[src/rtl/hx8352_pkg.sv]
// Shared definitions for the HX8352 panel init sequencer: ROM entry format,
// opcode encodings, FSM state encoding and the default delay guard.
package hx8352_pkg;

   localparam int ENTRY_W       = 19;
   localparam int ARG_W         = 16;
   localparam int GUARD_CYC_DEF = 3;

   typedef enum logic [2:0] {
      OP_CMD    = 3'd0,
      OP_DATA   = 3'd1,
      OP_DELAY  = 3'd2,
      OP_RST_LO = 3'd3,
      OP_RST_HI = 3'd4,
      OP_NOP5   = 3'd5,
      OP_NOP6   = 3'd6,
      OP_END    = 3'd7
   } op_e;

   typedef enum logic [2:0] {
      S_IDLE,
      S_FETCH,
      S_DECODE,
      S_WRITE,
      S_DLY_ARM,
      S_DLY_GUARD,
      S_DLY_WAIT,
      S_DONE
   } state_e;

   function automatic logic [ENTRY_W-1:0] mk_entry(op_e op, logic [ARG_W-1:0] arg);
      return {op, arg};
   endfunction

endpackage

[src/rtl/hx8352_init_rom.sv]
// Panel init table for the HX8352 sequencer; registered read, 1-cycle latency.
// Addresses past the end of the table read back as END.
module hx8352_init_rom
   import hx8352_pkg::*;
#(
   parameter int ROM_DEPTH = 64,
   parameter int AW        = (ROM_DEPTH > 1) ? $clog2(ROM_DEPTH) : 1
) (
   input  logic               clk_1MHz,
   input  logic [AW-1:0]      addr,
   output logic [ENTRY_W-1:0] entry
);

   logic [ENTRY_W-1:0] entry_d;
   logic [ENTRY_W-1:0] entry_q;

   always_comb begin
      case (32'(addr))
         32'd0:   entry_d = mk_entry(OP_RST_LO, 16'h0000);
         32'd1:   entry_d = mk_entry(OP_DELAY,  16'd10);
         32'd2:   entry_d = mk_entry(OP_RST_HI, 16'h0000);
         32'd3:   entry_d = mk_entry(OP_DELAY,  16'd5);
         32'd4:   entry_d = mk_entry(OP_CMD,    16'h0022);
         32'd5:   entry_d = mk_entry(OP_DATA,   16'h1234);
         32'd6:   entry_d = mk_entry(OP_DELAY,  16'd0);
         32'd7:   entry_d = mk_entry(OP_NOP5,   16'hBEEF);
         32'd8:   entry_d = mk_entry(OP_DELAY,  16'd100);
         32'd9:   entry_d = mk_entry(OP_NOP6,   16'h5A5A);
         32'd10:  entry_d = mk_entry(OP_CMD,    16'h0001);
         32'd11:  entry_d = mk_entry(OP_DATA,   16'h0003);
         default: entry_d = mk_entry(OP_END,    16'h0000);
      endcase
   end

   always_ff @(posedge clk_1MHz) begin
      entry_q <= entry_d;
   end

   assign entry = entry_q;

endmodule

[src/rtl/hx8352_init_seq.sv]
// HX8352 init sequencer: walks the init ROM, issuing bus writes, timed delays
// and panel reset control. All outputs are registered.
module hx8352_init_seq
   import hx8352_pkg::*;
#(
   parameter int ROM_DEPTH = 64,
   parameter int GUARD_CYC = GUARD_CYC_DEF
) (
   input  logic        clk_1MHz,
   input  logic        rst,
   input  logic        start,
   input  logic        delay_done,
   output logic        delay_step,
   output logic [15:0] delay_us,
   output logic        wr_req,
   output logic        wr_dc,
   output logic [15:0] wr_data,
   input  logic        wr_ack,
   output logic        lcd_rst_n,
   output logic        busy,
   output logic        init_done
);

   localparam int AW = (ROM_DEPTH > 1) ? $clog2(ROM_DEPTH) : 1;
   localparam logic [AW-1:0] LAST_ADDR = AW'(ROM_DEPTH - 1);

   state_e             state_d, state_q;
   logic [AW-1:0]      addr_d, addr_q;
   logic [7:0]         cnt_d, cnt_q;
   logic               start_q;
   logic               delay_step_d, delay_step_q;
   logic [15:0]        delay_us_d, delay_us_q;
   logic               wr_req_d, wr_req_q;
   logic               wr_dc_d, wr_dc_q;
   logic [15:0]        wr_data_d, wr_data_q;
   logic               lcd_rst_n_d, lcd_rst_n_q;
   logic               busy_d, busy_q;
   logic               init_done_d, init_done_q;
   logic [ENTRY_W-1:0] entry;
   op_e                op;
   logic [15:0]        arg;
   logic               adv;
   logic               fin;

   hx8352_init_rom #(.ROM_DEPTH(ROM_DEPTH), .AW(AW)) u_rom (
      .clk_1MHz (clk_1MHz),
      .addr     (addr_q),
      .entry    (entry)
   );

   assign op  = op_e'(entry[18:16]);
   assign arg = entry[15:0];

   always_comb begin
      state_d      = state_q;
      addr_d       = addr_q;
      cnt_d        = cnt_q;
      delay_step_d = delay_step_q;
      delay_us_d   = delay_us_q;
      wr_req_d     = wr_req_q;
      wr_dc_d      = wr_dc_q;
      wr_data_d    = wr_data_q;
      lcd_rst_n_d  = lcd_rst_n_q;
      busy_d       = busy_q;
      init_done_d  = init_done_q;
      adv          = 1'b0;
      fin          = 1'b0;
      case (state_q)
         S_IDLE: begin
            if (start && !start_q) begin
               state_d     = S_FETCH;
               addr_d      = '0;
               busy_d      = 1'b1;
               init_done_d = 1'b0;
            end
         end
         S_FETCH: state_d = S_DECODE;
         S_DECODE: begin
            case (op)
               OP_CMD, OP_DATA: begin
                  wr_req_d  = 1'b1;
                  wr_dc_d   = entry[16];
                  wr_data_d = arg;
                  state_d   = S_WRITE;
               end
               OP_DELAY: begin
                  if (arg == 16'd0) begin
                     adv = 1'b1;
                  end else begin
                     delay_us_d = arg;
                     cnt_d      = 8'd2;
                     state_d    = S_DLY_ARM;
                  end
               end
               OP_RST_LO: begin
                  lcd_rst_n_d = 1'b0;
                  adv         = 1'b1;
               end
               OP_RST_HI: begin
                  lcd_rst_n_d = 1'b1;
                  adv         = 1'b1;
               end
               OP_END:  fin = 1'b1;
               default: adv = 1'b1;
            endcase
         end
         S_WRITE: begin
            if (wr_ack) begin
               wr_req_d = 1'b0;
               adv      = 1'b1;
            end
         end
         // First ARM cycle only presents delay_us; step is high for the next two.
         S_DLY_ARM: begin
            if (cnt_q == 8'd0) begin
               delay_step_d = 1'b0;
               cnt_d        = 8'(GUARD_CYC - 1);
               state_d      = (GUARD_CYC == 0) ? S_DLY_WAIT : S_DLY_GUARD;
            end else begin
               delay_step_d = 1'b1;
               cnt_d        = cnt_q - 8'd1;
            end
         end
         S_DLY_GUARD: begin
            if (cnt_q == 8'd0) begin
               state_d = S_DLY_WAIT;
            end else begin
               cnt_d = cnt_q - 8'd1;
            end
         end
         S_DLY_WAIT: begin
            if (delay_done) begin
               adv = 1'b1;
            end
         end
         S_DONE:  state_d = S_IDLE;
         default: state_d = S_IDLE;
      endcase
      // Executing the last ROM slot ends the sequence instead of wrapping.
      if (adv) begin
         if (addr_q == LAST_ADDR) begin
            fin = 1'b1;
         end else begin
            addr_d  = addr_q + AW'(1);
            state_d = S_FETCH;
         end
      end
      if (fin) begin
         state_d      = S_DONE;
         busy_d       = 1'b0;
         init_done_d  = 1'b1;
         wr_req_d     = 1'b0;
         delay_step_d = 1'b0;
      end
   end

   always_ff @(posedge clk_1MHz or posedge rst) begin
      if (rst) begin
         state_q      <= S_IDLE;
         addr_q       <= '0;
         cnt_q        <= '0;
         start_q      <= 1'b0;
         delay_step_q <= 1'b0;
         delay_us_q   <= '0;
         wr_req_q     <= 1'b0;
         wr_dc_q      <= 1'b0;
         wr_data_q    <= '0;
         lcd_rst_n_q  <= 1'b1;
         busy_q       <= 1'b0;
         init_done_q  <= 1'b0;
      end else begin
         state_q      <= state_d;
         addr_q       <= addr_d;
         cnt_q        <= cnt_d;
         start_q      <= start;
         delay_step_q <= delay_step_d;
         delay_us_q   <= delay_us_d;
         wr_req_q     <= wr_req_d;
         wr_dc_q      <= wr_dc_d;
         wr_data_q    <= wr_data_d;
         lcd_rst_n_q  <= lcd_rst_n_d;
         busy_q       <= busy_d;
         init_done_q  <= init_done_d;
      end
   end

   assign delay_step = delay_step_q;
   assign delay_us   = delay_us_q;
   assign wr_req     = wr_req_q;
   assign wr_dc      = wr_dc_q;
   assign wr_data    = wr_data_q;
   assign lcd_rst_n  = lcd_rst_n_q;
   assign busy       = busy_q;
   assign init_done  = init_done_q;

endmodule

[config.mk]
export PLATFORM = sky130hd
export DESIGN_NAME = hx8352_init_seq
export DESIGN_NICKNAME = d
export VERILOG_FILES = /design/src/rtl/hx8352_pkg.sv /design/src/rtl/hx8352_init_rom.sv /design/src/rtl/hx8352_init_seq.sv
export SDC_FILE = /design/constraint.sdc
export NUM_CORES = 1
export LEC_CHECK = 0
export ABC_AREA = 1
export CAP_MARGIN = 20
export CORE_MARGIN = 5
export CORE_UTILIZATION = 40
export DETAILED_ROUTE_END_ITERATION = 6
export SKIP_LAST_GASP = 1
export SYNTH_ARGS = -nofsm -noshare
export SYNTH_HDL_FRONTEND = slang
export SYNTH_HIERARCHICAL = 1
export SYNTH_SLANG_ARGS = --single-unit
[constraint.sdc]
create_clock -name clk_1MHz -period 2.25 [get_ports clk_1MHz]
set_input_delay 0.45 -clock clk_1MHz [delete_from_list [all_inputs] [get_ports clk_1MHz]]
set_output_delay 0.45 -clock clk_1MHz [all_outputs]
set_load 0.005 [all_outputs]
Word level (Yosys, flattened, before mapping)
Memory sizes are Yosys's and may differ from the RTL's. A register that Yosys moved wholly into a read port is not among the register bits.
Index checks and enable logic that the tools add are counted.
Storage, ports and cells
  bits in registers: 75
  ROM bits: 288
  input port bits: 5
  word-level logic and storage cells: 98
  memories: 1
Memory list
  (no name shown): depth 16, bits a word 18, rd ports 1, clocked after Yosys merged registers in 1, write ports 0, line hx8352_init_rom.sv:18  | case (32'(addr))
Cells by class
  add/subtract/negate cells: 2
  eq/ne operators: 18
  mux-type cells: 41
  bitwise gates (word level): 1
  reduce and logical (&&, ||, !) cells: 22
Operator list (count)
  8-bit two-way mux: 4
  6-bit two-way mux: 4
  8-bit case mux with 3 select lines: 1
  3-bit two-way mux: 7
  1-bit two-way mux: 19
  3-bit equality test (second input constant): 6
  3-bit case mux with 6 select lines: 1
  16-bit zero test: 1
  3-bit by 2-bit equality test with 1-bit output (second input constant): 4
  8-bit zero test: 1
  2-bit nonzero test: 4
  8-bit by 1-bit subtractor with 8-bit output (second input constant): 1
  6-bit by 1-bit adder with 6-bit output (second input constant): 1
  3-bit by 1-bit equality test with 1-bit output (second input constant): 2
  6-bit equality test (second input constant): 1
  3-bit zero test: 2
  2-bit inequality test (second input constant): 3
  1-bit case mux with 2 select lines: 3
  3-bit case mux with 2 select lines: 1
  2-bit AND reduction: 3
  3-bit AND reduction: 2
  3-bit nonzero test: 2
  4-bit AND reduction: 1
  3-bit by 2-bit inequality test with 1-bit output (second input constant): 1
  8 further kinds: 9

Depth between registers and ports, before layout
Gate-level depths: netlist of run 1.
  depth after elaboration: 7
  mapped depth: 12

Modules after synthesis
Netlist of run 1, hierarchy kept.
Modules (own cells, without submodules)
  hx8352_init_seq: instances 1, cells each 335, area an instance 2732.6 um^2, sequential area each 1402.6 um^2
  hx8352_init_rom: instances 1, cells each 90, area an instance 708.2 um^2, sequential area each 280.3 um^2

Least setup slack after synthesis of run 1
OpenSTA, ideal clock, no wires.
  path type: register to register
  start point: register addr_q[1]
  end point: register addr_q[3]
  library setup time: 83 ps
  arrival: 1388 ps
  path slack: 780 ps
  stages on the path, launching flop included: 10
  period minus slack after synthesis: 1470 ps
  cell sequence: dfrtp_1 > ha_1 > nand3_1 > nor2_1 > inv_1 > nor2_2 > inv_1 > nand2_1 > nand2_1 > o21ai_0
On the way
  word-level cells in the longest chain between the ends: 3
  elaborated cells between the ends (all ways): 4
  those cells by class: add/sub (1); eq/ne (1); mux (2)
RTL lines
  from (decl): line hx8352_init_seq.sv:28  | logic [AW-1:0] addr_d, addr_q;
  from (signal assigned): line hx8352_init_seq.sv:173  | addr_q <= addr_d;
  6-bit by 1-bit adder with 6-bit output / 6-bit equality test (equally long branches): line hx8352_init_seq.sv:144, hx8352_init_seq.sv:141
  6-bit two-way mux *: line hx8352_init_seq.sv:141  | if (addr_q == LAST_ADDR) begin
  6-bit two-way mux *: line hx8352_init_seq.sv:140  | if (adv) begin
  via addr_d[3]: line hx8352_init_seq.sv:28
Mark *: on every way through the listed nets, which the timed path passes. The rest lies on a longest branch.
A chain may end at the register's enable or synchronous reset.

Final worst setup path of run 1
Ends and elaborated chain as after synthesis.

==> impl_metrics.toml, run 1 <==
[clocking]
cts_buffers = 9
cts.sinks = 70
postCtsSetupRepairBufs = 0
cts_tree = "built"
clk_pin_slew_ps = 70
clockRootBuffer = "clkbuf_8"
cts_buffer_depth = 2
htree_levels = 3
cts_resized = 0
ctsHoldBuffers = 0
insertion_delay_ps = 340

[timing]
finalHoldViolations = 0
finalCritPeriodShare_pct = 81.8
skew_ps = 10.3
period_needed_ps = 1840
fmax_ghz = 0.543
setup_viol = 0
drv_slew = 0
timing.setup.tns_ps = 0
whs_ps = 446
grt_setup_unrepaired = "no"

[synth]
netlist_area_mm2 = 0.00344
ys_seq_area_share_pct = 48.9
synth_top_cell_by_area = "dfrtp_1"
yosysUniqueCellTypes = 36
synth_fp_nets = 437
synth_top_area_share_pct = 40.0
ys_warn_count = 24
synth_cells = 425
ys_ff_latch = 70
yosys-top-cells-area = "dfrtp_1 (40%), nand2_1 (14%), dfxtp_1 (8.1%), inv_1 (5.3%), o21ai_1 (3.6%)"
syn_avg_cell_area_um2 = 8.10

[global_routing]
grt_use_met1_pct = 20.2
use_met3_pct = 2.64
grt_pass1_vias = 2644
busiest_layer = "met2"
grt_max_degree = 37
antenna_found_initial = 0
grt_pass1_wl_um = 12300
track_usage_pct = 14.8
gr-total-overflow = 0
use_met2_pct = 23.0

[worst_setup_path]
slowest_stage = "dfrtp_1"
path_max_fanout = 9
critPathArrivalTime_ps = 2080
crit_path_start_kind = "register"
crit_path_end_kind = "register"
path_cells = "ha_1 -> nand3_1 -> nor2_1 -> inv_1 -> nor2_2 -> inv_1 -> nand2_1 -> nand2_1 -> o21ai_0"
crit_type = "reg2reg"
max_stage_delay_ps = 530
required_ps = 2490

[pwr]
intPower_mw = 3.06
clock_power_share_pct = 17.0
vdd_drop_max_mv = 0.417
comb_power_share_pct = 44.8
power_mw = 5.15
pwr_density_cell_mw_per_mm2 = 1250
p_seq_share_pct = 38.3
switching_share_pct = 40.6
p_sw_mw = 2.09
leakage_nw = 1.95

[route]
routedWlPerCell_um = 12.4
drt_iter0_drc = 83
ant_nets = 0
drc = 0
num_vias = 2767
drtPass1Iterations = 4
drt-total-wl_um = 7190
vias_per_cell = 4.78

[die]
rows = 33
start_util_pct = 41.5
core_area_mm2 = 0.00830
die-area_mm2 = 0.0106
die_y_um = 103
dieWidth_um = 103
ioPinCount = 43

[place]
hpwl_um = 5320
portBuffers = 42
place_area_mm2 = 0.00395
place_congestion = 0.834

[finish]
final_util_pct = 49.6
antenna_cells = 0
drive_gt1_share_pct = 11.0
syn2layout_area_growth_pct = 19.5
n_fill_cell = 841
fin_nets = 481
fin_area_mm2 = 0.00411

[run_status]
status = "finished clean"

[hold_path]
holdCritPathClass = "in2async"

[flow_run]
cap_violations = 0
==> power groups by stage <==
stage,clock (mW),combinational [mW],sequential [mW]
after floorplan,0,1.56,1.96
after global placement,0,2.29,1.99
after detailed placement,0,2.33,2.00
after CTS,0.909,2.33,1.98
after global routing,0.960,2.64,2.03
final,0.874,2.30,1.97
==> final timing paths <==
path | endpoint | slack (ps) | depth (start not counted) | start
max | addr_q[3] | 410 | 9 | addr_q[1]
min | wr_data[14] | 450 | 2 | rst
max reg2reg | addr_q[3] | 410 | 9 | addr_q[1]
min reg2reg | delay_us[0] | 470 | 2 | u_rom/entry[0]
max in group asynchronous | delay_us[1] | 1290 | 3 | rst
min in group clk_1MHz | delay_us[0] | 470 | 2 | u_rom/entry[0]
==> cell type report <==
| type | count | area, um^2 | area share, % |
|---|---|---|---|
| Inverter | 57 | 216 | 5.26 |
| Timing Repair Buffer | 47 | 470 | 11.4 |
| Clock buffer | 10 | 128 | 3.10 |
| Clock inverter | 6 | 38.8 | 0.943 |
| Tap cell | 105 | 131 | 3.19 |
| Multi-Input combinational cell | 284 | 1450 | 35.1 |
| Sequential cell | 70 | 1680 | 40.9 |
==> metal layers <==
layer / routed length (um) / share of wire (%)
met2: 3300 / 46
met4: 146 / 2.0
met5: 0 / 0
met3: 275 / 3.8
met1: 3470 / 48
==> cells in the final DEF (no fill, tap or decap), types with 2 or more instances in the layout <==
cell,n
clkinvlp_4,2
clkinv_2,3
nand3_1,24
dfxtp_1,14
ha_1,7
nor2_2,4
nand3_4,2
inv_1,48
nor2_1,31
o21ai_2,2
a21oi_1,4
dfrtp_1,55
o21ai_0,21
a211oi_1,4
o21ai_1,25
xnor2_1,4
nand4_1,7
xor2_1,3
nor2_8,2
nand2_1,128
nand2_4,2
clkdlybuf4s50_1,42
nor3_2,2
inv_2,8
buf_4,4
nand2_2,4
clkbuf_8,9
==> synthesized netlist by cell type, drive strengths merged <==
| cell | number |
|---|---|
| dfstp | 1 |
| a22oi | 1 |
| xnor2 | 4 |
| o21ai | 48 |
| nand4 | 8 |
| dfrtp | 55 |
| xor2 | 3 |
| conb | 1 |
| dfxtp | 14 |
| buf | 13 |
| nor2 | 38 |
| nand2 | 134 |
| a21oi | 5 |
| ha | 7 |
| nor3 | 2 |
| a211oi | 4 |
| o21bai | 1 |
| nand3 | 27 |
| a32oi | 1 |
| clkbuf | 1 |
| inv | 57 |
==> metrics by stage <==
step	std cells	worst slack, ps
after global routing	579	215
after detailed placement	563	218
after floorplan	425	430
final	579	409
after CTS	579	395
after global placement	563	330
==> cells by family after synthesis <==
group	share of synthesized area, %
fa+ha+maj	2.55
xor+xnor	1.78
buf+inv	9.09
flops	48.9
compound gates	9.60
simple gates	28.0
other cells	0.109
==> registers in the layout (all words and copies together), names as in the netlist <==
signal       count
wr_req           1
init_done        1
u_rom/entry     14
lcd_rst_n        1
delay_us        16
cnt_q            8
wr_dc            1
delay_step       1
busy             1
state_q          3
addr_q           6
wr_data         16
start_q          1
==> worst max-delay path, delay by kind of cell, from the launching register on <==
kind	cells	cell delay [ps]
simple gates	5	620
flops	1	530
buf+inv	2	260
fa+ha+maj	1	240
compound gates	1	90
(Power assumes the default switching activity.)
==> run 2: changes to the inputs <==
clock period = 1.7 ns   (was 2.25 ns; I/O delays follow)
==> impl_metrics.toml, run 2 (synthesis gave the netlist of run 1 again) <==
[place]
hpwl_um = 5330
place_congestion = 0.770
dpl_worst_slack_ps = -14.8
numPlacedInstances = 574
portBuffers = 42

[route]
vias_per_cell = 4.65
drtPass1Iterations = 4
routedWlPerCell_um = 12.2
ant_nets = 0
drt-total-wl_um = 7220
drc = 0
num_vias = 2743
drt_iter0_drc = 102

[worst_setup_path]
required_ps = 1360
path_cells = "clkdlybuf4s50_1"
path_max_fanout = 2
max_stage_delay_ps = 520
slowest_stage = "clkdlybuf4s50_1"
crit_type = "reg2out"
crit_buf_inv = 1
critPathArrivalTime_ps = 1240
cp_top_family = "buffers and inverters"
crit_path_start_kind = "register"
crit_path_end_kind = "primary output"

[finish]
final_cell_mix = "nand2_1 (128), dfrtp_1 (55), inv_1 (48), clkdlybuf4s50_1 (41), nor2_1 (31)"
stdcell_count = 590
fin_nets = 492
syn2layout_area_growth_pct = 23.8
final_common_cell = "nand2_1"
drive_gt1_share_pct = 13.2
antenna_cells = 0

[die]
core_area_mm2 = 0.00830
ioPinCount = 43
dieWidth_um = 103
rows = 33
die-area_mm2 = 0.0106
die_y_um = 103
start_util_pct = 41.5

[timing]
fin_ws_ps = 124
timing.setup.tns_ps = 0
period_needed_ps = 1580
finalCritPeriodShare_pct = 92.7
setup_viol = 0
drv_slew = 0
skew_ps = 12.2
finalHoldViolations = 0
whs_ps = 350
grt_setup_unrepaired = "no"
fmax_ghz = 0.634

[hold_path]
holdCritPathClass = "in2async"

[clocking]
cts_tree = "built"
insertion_delay_ps = 340
clk_pin_slew_ps = 80
postCtsSetupRepairBufs = 0
cts.sinks = 70
cts_buffers = 9
htree_levels = 3
cts_buffer_depth = 2
clockRootBuffer = "clkbuf_8"

[pwr]
vdd_drop_max_mv = 0.610
pwr_density_cell_mw_per_mm2 = 1660
p_seq_share_pct = 36.2
switching_share_pct = 39.8
intPower_mw = 4.25
leakage_nw = 2.02
comb_power_share_pct = 46.6
p_sw_mw = 2.81
clock_power_share_pct = 17.2

[global_routing]
gr-total-overflow = 0
grt_pass1_vias = 2657
grt_max_degree = 35
grt_pass1_wl_um = 12100
track_usage_pct = 14.6
antenna_found_initial = 0

[run_status]
status = "finished clean"

[flow_run]
cap_violations = 0
## run 2: changes by cell type in the layout (fill, tap and decap cells not counted), sizes merged
cell	before	now
clkdlybuf4s50	42	41
dlygate4sd2	0	1
buf	5	16
clkinv	3	1
clkinvlp	2	4
## run 2: routing by layer
metal  track usage (%)  share of wire [%]  vias to the layer above
met5                 0                  0                        -
met4              4.78               0.87                        0
met3              3.52                4.1                        6
met2              22.9                 47                       37
met1              19.9                 48                     1252
li1                  -                  -                     1448
## run 2: power by group through the flow
stage               registers (mW)  logic, mW  clock network, mW
global placement              2.58       3.26                  0
detailed placement            2.59       3.31                  0
global route                  2.63       3.73               1.33
CTS                           2.56       3.32               1.26
finish                        2.55       3.29               1.22
floorplan                     2.60       2.06                  0
## run 2: final timing paths
kind                                     start  slack [ps]  depth (start not counted)      endpoint
max in group asynchronous                  rst         850                          3     lcd_rst_n
min in group clk_1MHz           u_rom/entry[0]         470                          2   delay_us[0]
worst max register to register       addr_q[0]         170                          9     addr_q[3]
worst min register to register  u_rom/entry[0]         470                          2   delay_us[0]
worst max-delay path              delay_us[14]         120                          1  delay_us[14]
worst min-delay path                       rst         350                          2      cnt_q[4]
## run 2: per-stage QoR
step           area [um^2]  power (mW)  utilization (%)
2_1_floorplan         3440        4.66                -
3_5_place_dp          4070        5.91             49.0
6_report              4260        7.06             51.3
4_1_cts               4250        7.14             51.2
5_1_grt               4260        7.68             51.3
3_3_place_gp          4070        5.84             49.0
## run 2: final cells by class
cell class	count	area, um^2
inverter	57	220
sequential	70	1680
timing repair buffer	58	589
tap	105	131
clock buffer	10	138
clock inverter	6	45.0
multi-input combinational	284	1450
fill	793	4040
## run 2: what timing repair did
item,in CTS,in global routing
endpoints found under the hold margin,0,0
hold buffers,0,0
endpoints found under the setup margin,1,1
gates resized for setup,1,1
==> run 3: changes to the inputs <==
CORE_UTILIZATION = 44   (was 40)
PLACE_DENSITY = 0.68   (was not set)
clock period = 1.35 ns   (was 1.7 ns; I/O delays follow)
==> impl_metrics.toml, run 3 (synthesis gave the netlist of run 1 again) <==
[place]
dpl_worst_slack_ps = -251
hpwl_um = 5580
numPlacedInstances = 613
place_congestion = 0.822
portBuffers = 42

[finish]
drive_gt1_share_pct = 33.7
syn2layout_area_growth_pct = 44.8
n_fill_cell = 663
multi_input_area_mm2 = 0.00167
final_common_cell = "nand2_1"
stdcell_count = 654
final_util_pct = 64.8
final_cell_mix = "nand2_1 (109), buf_4 (69), dfrtp_1 (53), inv_1 (43), dlygate4sd2_1 (37)"
fin_nets = 560
antenna_cells = 0
seqCellArea_mm2 = 0.00169

[global_routing]
use_met2_pct = 29.4
grt_use_met1_pct = 21.3
grt_pass1_vias = 3065
gr-total-overflow = 0
antenna_found_initial = 0
track_usage_pct = 16.8
busiest_layer = "met2"
use_met3_pct = 2.69
grt_pass1_wl_um = 13600
grt_max_degree = 35

[clocking]
clk_pin_slew_ps = 80
cts_buffer_depth = 2
cts_tree = "built"
cts_buffers = 9
cts.sinks = 70
insertion_delay_ps = 340
clockRootBuffer = "clkbuf_8"
ctsHoldBuffers = 0
htree_levels = 3

[worst_setup_path]
crit_buf_inv = 3
crit_top_cell = "buf_12"
critPathArrivalTime_ps = 1630
max_stage_delay_ps = 410
path_cells = "inv_4 -> nand2_4 -> nor2_8 -> buf_12 -> nand3_4 -> buf_12 -> nand2_1 -> o21ai_0"
crit_path_start_kind = "register"
cp_top_family = "flip-flops"
crit_type = "reg2reg"
r2r_end = "wr_data[7]"
worst-r2r-setup-slack_ps = -60
crit_path_end_kind = "register"
required_ps = 1570
slowest_stage = "dfrtp_1"
path_max_fanout = 22
rr_startpoint = "state_q[0]"
r2r_cells = 8

[route]
drc = 0
vias_per_cell = 4.76
routedWlPerCell_um = 12.3
drt_iter0_drc = 119
num_vias = 3110
drtPass1Iterations = 4
ant_nets = 0
drt-total-wl_um = 8040

[pwr]
leakage_nw = 2.57
vdd_drop_max_mv = 0.727
power_mw = 10.3
pwr_density_cell_mw_per_mm2 = 2060

[run_status]
status = "finished with violations"
failed_checks = "setup timing"

[hold_path]
holdCritPathClass = "in2async"

[die]
core_area_mm2 = 0.00769
rows = 32
ioPinCount = 43
start_util_pct = 44.8
dieWidth_um = 98.4
die_y_um = 98.4
die-area_mm2 = 0.00969

[timing]
fin_ws_ps = -63.0
skew_ps = 9.17
finalHoldViolations = 0
finalCritPeriodShare_pct = 105
timing.setup.tns_ps = -754
drv_slew = 0
period_needed_ps = 1410
fmax_ghz = 0.708
grt_setup_unrepaired = "yes"
setup_viol = 30

[flow_run]
cap_violations = 0
==> run 3: changes by cell type in the layout (fill, tap and decap cells not counted), sizes merged <==
cell / delta
clkinvlp: -1
buf: +68
dlygate4sd2: +36
clkdlybuf4s50: -37
clkinv: +2
inv: -1
==> run 3: worst max-delay path by stage <==
stage,endpoint,slack (ps),start,cells after the start
2_1_floorplan,addr_q[0],-10,state_q[2],11
3_3_place_gp,addr_q[3],-200,start,10
3_5_place_dp,addr_q[1],-250,start,9
4_1_cts,addr_q[4],-70,state_q[0],10
5_1_grt,addr_q[5],-170,u_rom/entry[16],10
6_report,wr_data[7],-60,state_q[0],8
==> run 3: layout make-up <==
class	instances	area share, %
flip-flops and latches	70	33.9
multi-input cells	284	33.6
repair buffers	126	22.1
inverters	57	4.52
well taps	102	2.56
clock buffers	9	2.49
clock inverters	6	0.778
==> run 3: report_power, final <==
group,internal (mW),total [mW],switching [mW]
clock,0.652,1.44,0.784
combinational,2.72,5.60,2.88
sequential,2.79,3.23,0.444
total,6.16,10.3,4.11
==> run 3: metrics by stage <==
stage / hold WS, ps / cell area [um^2]
after detailed placement: 468 / 4380
after global routing: 350 / 4980
after floorplan: 301 / 3460
after CTS: 325 / 4820
final: 327 / 4980
after global placement: 460 / 4380
==> run 3: what timing repair did <==
| item | 4_1_cts | 5_1_grt |
|---|---|---|
| setup buffers | 19 | 6 |
| hold endpoints to repair | 0 | 0 |
| gates cloned | 1 | 0 |
| resized for setup | 86 | 43 |
| pin swaps | 13 | 9 |
| endpoints found under the setup margin | 93 | 62 |
==> run 3: worst register-to-register path, stage by stage (launching register included) <==
cell and delay, ps:
dfrtp_1 410, inv_4 110, nand2_4 70, nor2_8 140
buf_12 120, nand3_4 110, buf_12 180, nand2_1 70
o21ai_0 80
==> run 3: metal layers <==
layer  share of wire, %  routed length, um
met1                 44               3540
met3                2.2                176
met5                  0                  0
met2                 52               4200
met4                1.5                124
